## src/rtl/counter_ctrl.sv

```systemverilog
// Command-driven initiator for the loadable up/down counter: loads a start value, counts N steps, tracks OUT.
// Optional COUNTER_CHECK_EN adds an OUT input and a sticky MISMATCH flag comparing OUT against EXP_OUT.
module counter_ctrl #(
   parameter int N      = 8,
   parameter int STEP_W = 8
) (
   input  logic              CLK,
   input  logic              RST,
   input  logic              CMD_VALID,
   output logic              CMD_READY,
   input  logic [N-1:0]      CMD_START,
   input  logic [STEP_W-1:0] CMD_STEPS,
   input  logic              CMD_DIR,
   output logic [N-1:0]      DATA_IN,
   output logic              LOAD,
   output logic              E,
   output logic              D,
   output logic [N-1:0]      EXP_OUT,
   output logic              BUSY,
   output logic              DONE
`ifdef COUNTER_CHECK_EN
   ,
   input  logic [N-1:0]      OUT,
   output logic              MISMATCH
`endif
);

   typedef enum logic [1:0] {S_IDLE, S_LOAD, S_COUNT, S_FIN} state_t;

   localparam logic [N-1:0]      ONE_N    = {{(N-1){1'b0}}, 1'b1};
   localparam logic [STEP_W-1:0] ONE_STEP = {{(STEP_W-1){1'b0}}, 1'b1};
   localparam logic [STEP_W-1:0] ZERO_STEP = '0;

   state_t            state;
   state_t            state_nxt;
   logic [STEP_W-1:0] remaining;
   logic              dir;
   logic              accept;

   assign accept = CMD_VALID & CMD_READY;

   always_comb begin
      state_nxt = state;
      case (state)
         S_IDLE:  if (accept) state_nxt = S_LOAD;
         S_LOAD:  state_nxt = (remaining == ZERO_STEP) ? S_FIN : S_COUNT;
         S_COUNT: if (remaining == ONE_STEP) state_nxt = S_FIN;
         S_FIN:   state_nxt = S_IDLE;
         default: state_nxt = S_IDLE;
      endcase
   end

   always_ff @(posedge CLK or posedge RST) begin
      if (RST) state <= S_IDLE;
      else     state <= state_nxt;
   end

   // Outputs are registered from the next state so they line up with the state they describe.
   always_ff @(posedge CLK or posedge RST) begin
      if (RST) begin
         CMD_READY <= 1'b0;
         LOAD      <= 1'b0;
         E         <= 1'b0;
         D         <= 1'b0;
         BUSY      <= 1'b0;
         DONE      <= 1'b0;
         DATA_IN   <= '0;
         EXP_OUT   <= '0;
         remaining <= '0;
         dir       <= 1'b0;
      end else begin
         CMD_READY <= (state_nxt == S_IDLE);
         LOAD      <= (state_nxt == S_LOAD);
         E         <= (state_nxt == S_COUNT);
         BUSY      <= (state_nxt != S_IDLE);
         DONE      <= (state_nxt == S_FIN);
         if (accept) begin
            DATA_IN   <= CMD_START;
            remaining <= CMD_STEPS;
            dir       <= CMD_DIR;
         end else if (state == S_COUNT) begin
            remaining <= remaining - ONE_STEP;
         end
         if (state_nxt == S_COUNT) D <= dir;
         // Mirror the counter: it sees the same registered LOAD/E/D on the same edge.
         if (LOAD)      EXP_OUT <= DATA_IN;
         else if (E)    EXP_OUT <= D ? (EXP_OUT - ONE_N) : (EXP_OUT + ONE_N);
      end
   end

`ifdef COUNTER_CHECK_EN
   logic armed;

   always_ff @(posedge CLK or posedge RST) begin
      if (RST) begin
         armed    <= 1'b0;
         MISMATCH <= 1'b0;
      end else begin
         if (LOAD) armed <= 1'b1;
         if (accept)                          MISMATCH <= 1'b0;
         else if (armed && (OUT != EXP_OUT))  MISMATCH <= 1'b1;
      end
   end
`endif

endmodule
```

## config.mk

```make
export PLATFORM = sky130hd
export DESIGN_NAME = counter_ctrl
export DESIGN_NICKNAME = d
export VERILOG_FILES = /design/src/rtl/counter_ctrl.sv
export SDC_FILE = /design/constraint.sdc
export NUM_CORES = 1
export LEC_CHECK = 0
export CORE_MARGIN = 4
export CORE_UTILIZATION = 50
export DETAILED_ROUTE_END_ITERATION = 10
export PLACE_DENSITY_LB_ADDON = 0.2
export SYNTH_ARGS = -nofsm -noshare
export SYNTH_HDL_FRONTEND = slang
export SYNTH_SLANG_ARGS = --single-unit
```

## constraint.sdc

```tcl
create_clock -name CLK -period 3.5 [get_ports CLK]
set_input_delay 0.525 -clock CLK [delete_from_list [all_inputs] [get_ports CLK]]
set_output_delay 0.525 -clock CLK [all_outputs]
set_load 0.05 [all_outputs]
```

==> impl_metrics.toml <==
[worst_setup_path]
crit_fanout = 20
cp-start-kind = "flip-flop"
cpMaxStageDelayCell = "clkdlybuf4s50_1"
ff2ff_setup_slack_ns = 1.34
critical_path_class = "flip-flop to output pin"
r2r_end = "D"
end_kind = "output pin"
cp.arrival_ns = 1.97
critPathBufInv = 1
cp.depth = 1
cp.required_ns = 2.97
crit_chain = "clkdlybuf4s50_1"
setup.worst_path.end = "LOAD"
max_stage_delay_ns = 0.91
cp-startpoint = "LOAD"
reg2reg_from = "state[0]"
critPathTopFamily = "buffers and inverters"
r2r_cells = 7

[die]
die_h_um = 67.68
die_area_sq_um = 4580
initial_utilization_pct = 52.53
core_area_sq_um = 3390
die_x_um = 67.68
ios = 42
rows = 21

[clock_tree]
cts_hold_buffers = 0
clock_path_buffers = 2
htreeDepth = 2
cts_tree = "done"
cts-root-buf = "clkbuf_4"
postCtsSetupRepairBufs = 0
cts-resized-gates = 0
insertion_delay_ns = 0.33
numClockSinks = 33
cts_buffers = 5
clk_pin_slew_ns = 0.10

[placed_design]
io_buffer_count = 41
gp_congestion = 0.8252
place_hpwl_um = 2700

[route]
dr.pass1.iters = 4
drtAntennaViolNets = 0
via_per_inst = 5.303
drc = 0
post_drt_wl_per_cell_um = 14.13
vias = 1384
drt_wl_total_um = 3687
drtIter0Drc = 77

[flow_run]
cap_viol_max_count = 0

[sta]
min_period_ns = 2.491
tightest_slew_ns = 0.8368
fmax_mhz = 401.4
holdWs_ns = 0.5280
setup-tns-final_ns = 0
slew_headroom_pct = 44.08
setup_viol = 0
skew_ns = 0.01254
hold_viol = 0
rsz0062_at_grt = "false"
drv_slew = 0
fin_crit_sh_pct = 71.18

[min_path]
holdPathStages = 1
hp-class = "flip-flop to flip-flop"

[final_layout]
num-nets-final = 247
nFillCells = 270
drive_above_1_share_pct = 11.16
diodes = 0
areaGrowthSynthToFinish_pct = 28.25

[global_route]
grt_pass1_wl_um = 6341
gr-usage-all-layers_pct = 18.57
antenna_found_initial = 0
grt_overflow = 0
grt_max_degree = 34
grt_pass1_vias = 1394

[power]
power.switching_uw = 139.9
pwr-share-comb_pct = 4.8
powerDensity_nw_per_um2 = 270.1
ir_worst_vdd_v = 0.0001960
intPower_uw = 476.8
swShare_pct = 22.68
finalPower_uw = 616.6
clkPwrFrac_pct = 33.4
leakage_uw = 0.001023
p_seq_share_pct = 61.8

[yosys]
synth-seq-cells = 33
ys_async_sr_fraction_pct = 100.0
netlist_area_sq_um = 1780
syn-mean-instance-area_sq_um = 10.41
yosysTopAreaCell = "dfrtp_1"
ys.flop_type = "dfrtp_1"
synth_common_cells = "dfrtp_1, nor2_1, a21oi_1"
syn_nets = 204
synth.area.top_cells = "dfrtp_1, ha_1, mux2_2, xnor2_1, a21oi_1"
yosysSeqAreaShare_pct = 46.38
synth_top_area_share_pct = 46.38
yosysWarnings = 0
synthDistinctLibCells = 38
synth_edf_count = 0
synth_most_common_cell = "dfrtp_1"
postSynthCellCount = 171

[run_status]
status = "finished clean"
layout make-up:
type	count	area, sq um	share of cell area [%]
Sequential cell	33	825.8	36.16
Multi-Input combinational cell	120	885.9	38.79
Tap cell	46	57.56	2.521
Timing Repair Buffer	42	417.9	18.30
Clock inverter	2	10.01	0.4384
Clock buffer	6	41.29	1.808
Inverter	12	45.04	1.973
flip-flops by register name, indices dropped and copies added (netlist names):
name / flops
remaining: 8
E: 1
DONE: 1
BUSY: 1
DATA_IN: 8
D: 1
LOAD: 1
EXP_OUT: 8
dir: 1
CMD_READY: 1
state: 2
cell families (layout without fill, tap and decap cells):
family | count (synthesis) | in the layout | share of synthesized area [%]
AND/OR/NAND/NOR | 48 | 48 | 13.84
AO/OA/AOI/OAI | 35 | 35 | 12.51
flip-flops | 33 | 33 | 46.38
buffers and inverters | 18 | 62 | 3.865
multiplexers | 14 | 14 | 8.925
adder cells (fa/ha/maj) | 13 | 13 | 9.557
XOR/XNOR | 10 | 10 | 4.920
cell usage in the layout, fill, tap and decap left out, types with 3 or more instances in the layout:
cell type        Yosys  final
clkdlybuf4s50_1      0     41
dfrtp_1             33     33
nor2_1              16     16
a21oi_1             13     13
inv_1               12     12
ha_1                12     12
mux2_2              11     11
xnor2_1              9      9
o21ai_0              9      9
nand2_1              8      8
nor3_1               5      5
clkbuf_4             0      5
nor2b_1              4      4
nand3_1              3      3
a22oi_1              3      3
through the flow:
| stage | worst slack, ns | cells | utilization [%] | cell area (sq um) |
|---|---|---|---|---|
| 3_5_place_dp | 1.361 | 253 | 65.85 | 2232 |
| 2_1_floorplan | 1.347 | 171 | - | 1780 |
| 6_report | 1.009 | 261 | 67.37 | 2283 |
| 3_3_place_gp | 1.396 | 253 | 65.85 | 2232 |
| 5_1_grt | 0.8927 | 261 | 67.37 | 2283 |
| 4_1_cts | 1.002 | 261 | 67.37 | 2283 |
how the worst min path moves through the flow:
stage / slack [ns] / end / startpoint
after floorplan: 0.48 / D / dir
after global placement: 0.50 / EXP_OUT[3] / DATA_IN[3]
after detailed placement: 0.51 / EXP_OUT[0] / DATA_IN[0]
after CTS: 0.53 / EXP_OUT[0] / DATA_IN[0]
after global routing: 0.57 / EXP_OUT[4] / DATA_IN[4]
final: 0.53 / D / dir
routing by layer:
layer  global-route usage, %  wire length, um  vias up
met5                       0                0        -
met4                   4.557               37        0
met3                   5.158              186        5
met2                   33.41             1898       37
met1                   21.60             1566      663
li1                        -                -      679
power groups by stage:
stage	registers (uW)	clock network (uW)	logic [uW]
detailed placement	388	0	30.5
global route	381	234	32.8
finish	381	206	29.8
CTS	381	214	30.7
global placement	388	0	29.6
floorplan	388	0	5.79
No activity file was read; power rests on OpenSTA's default activity.
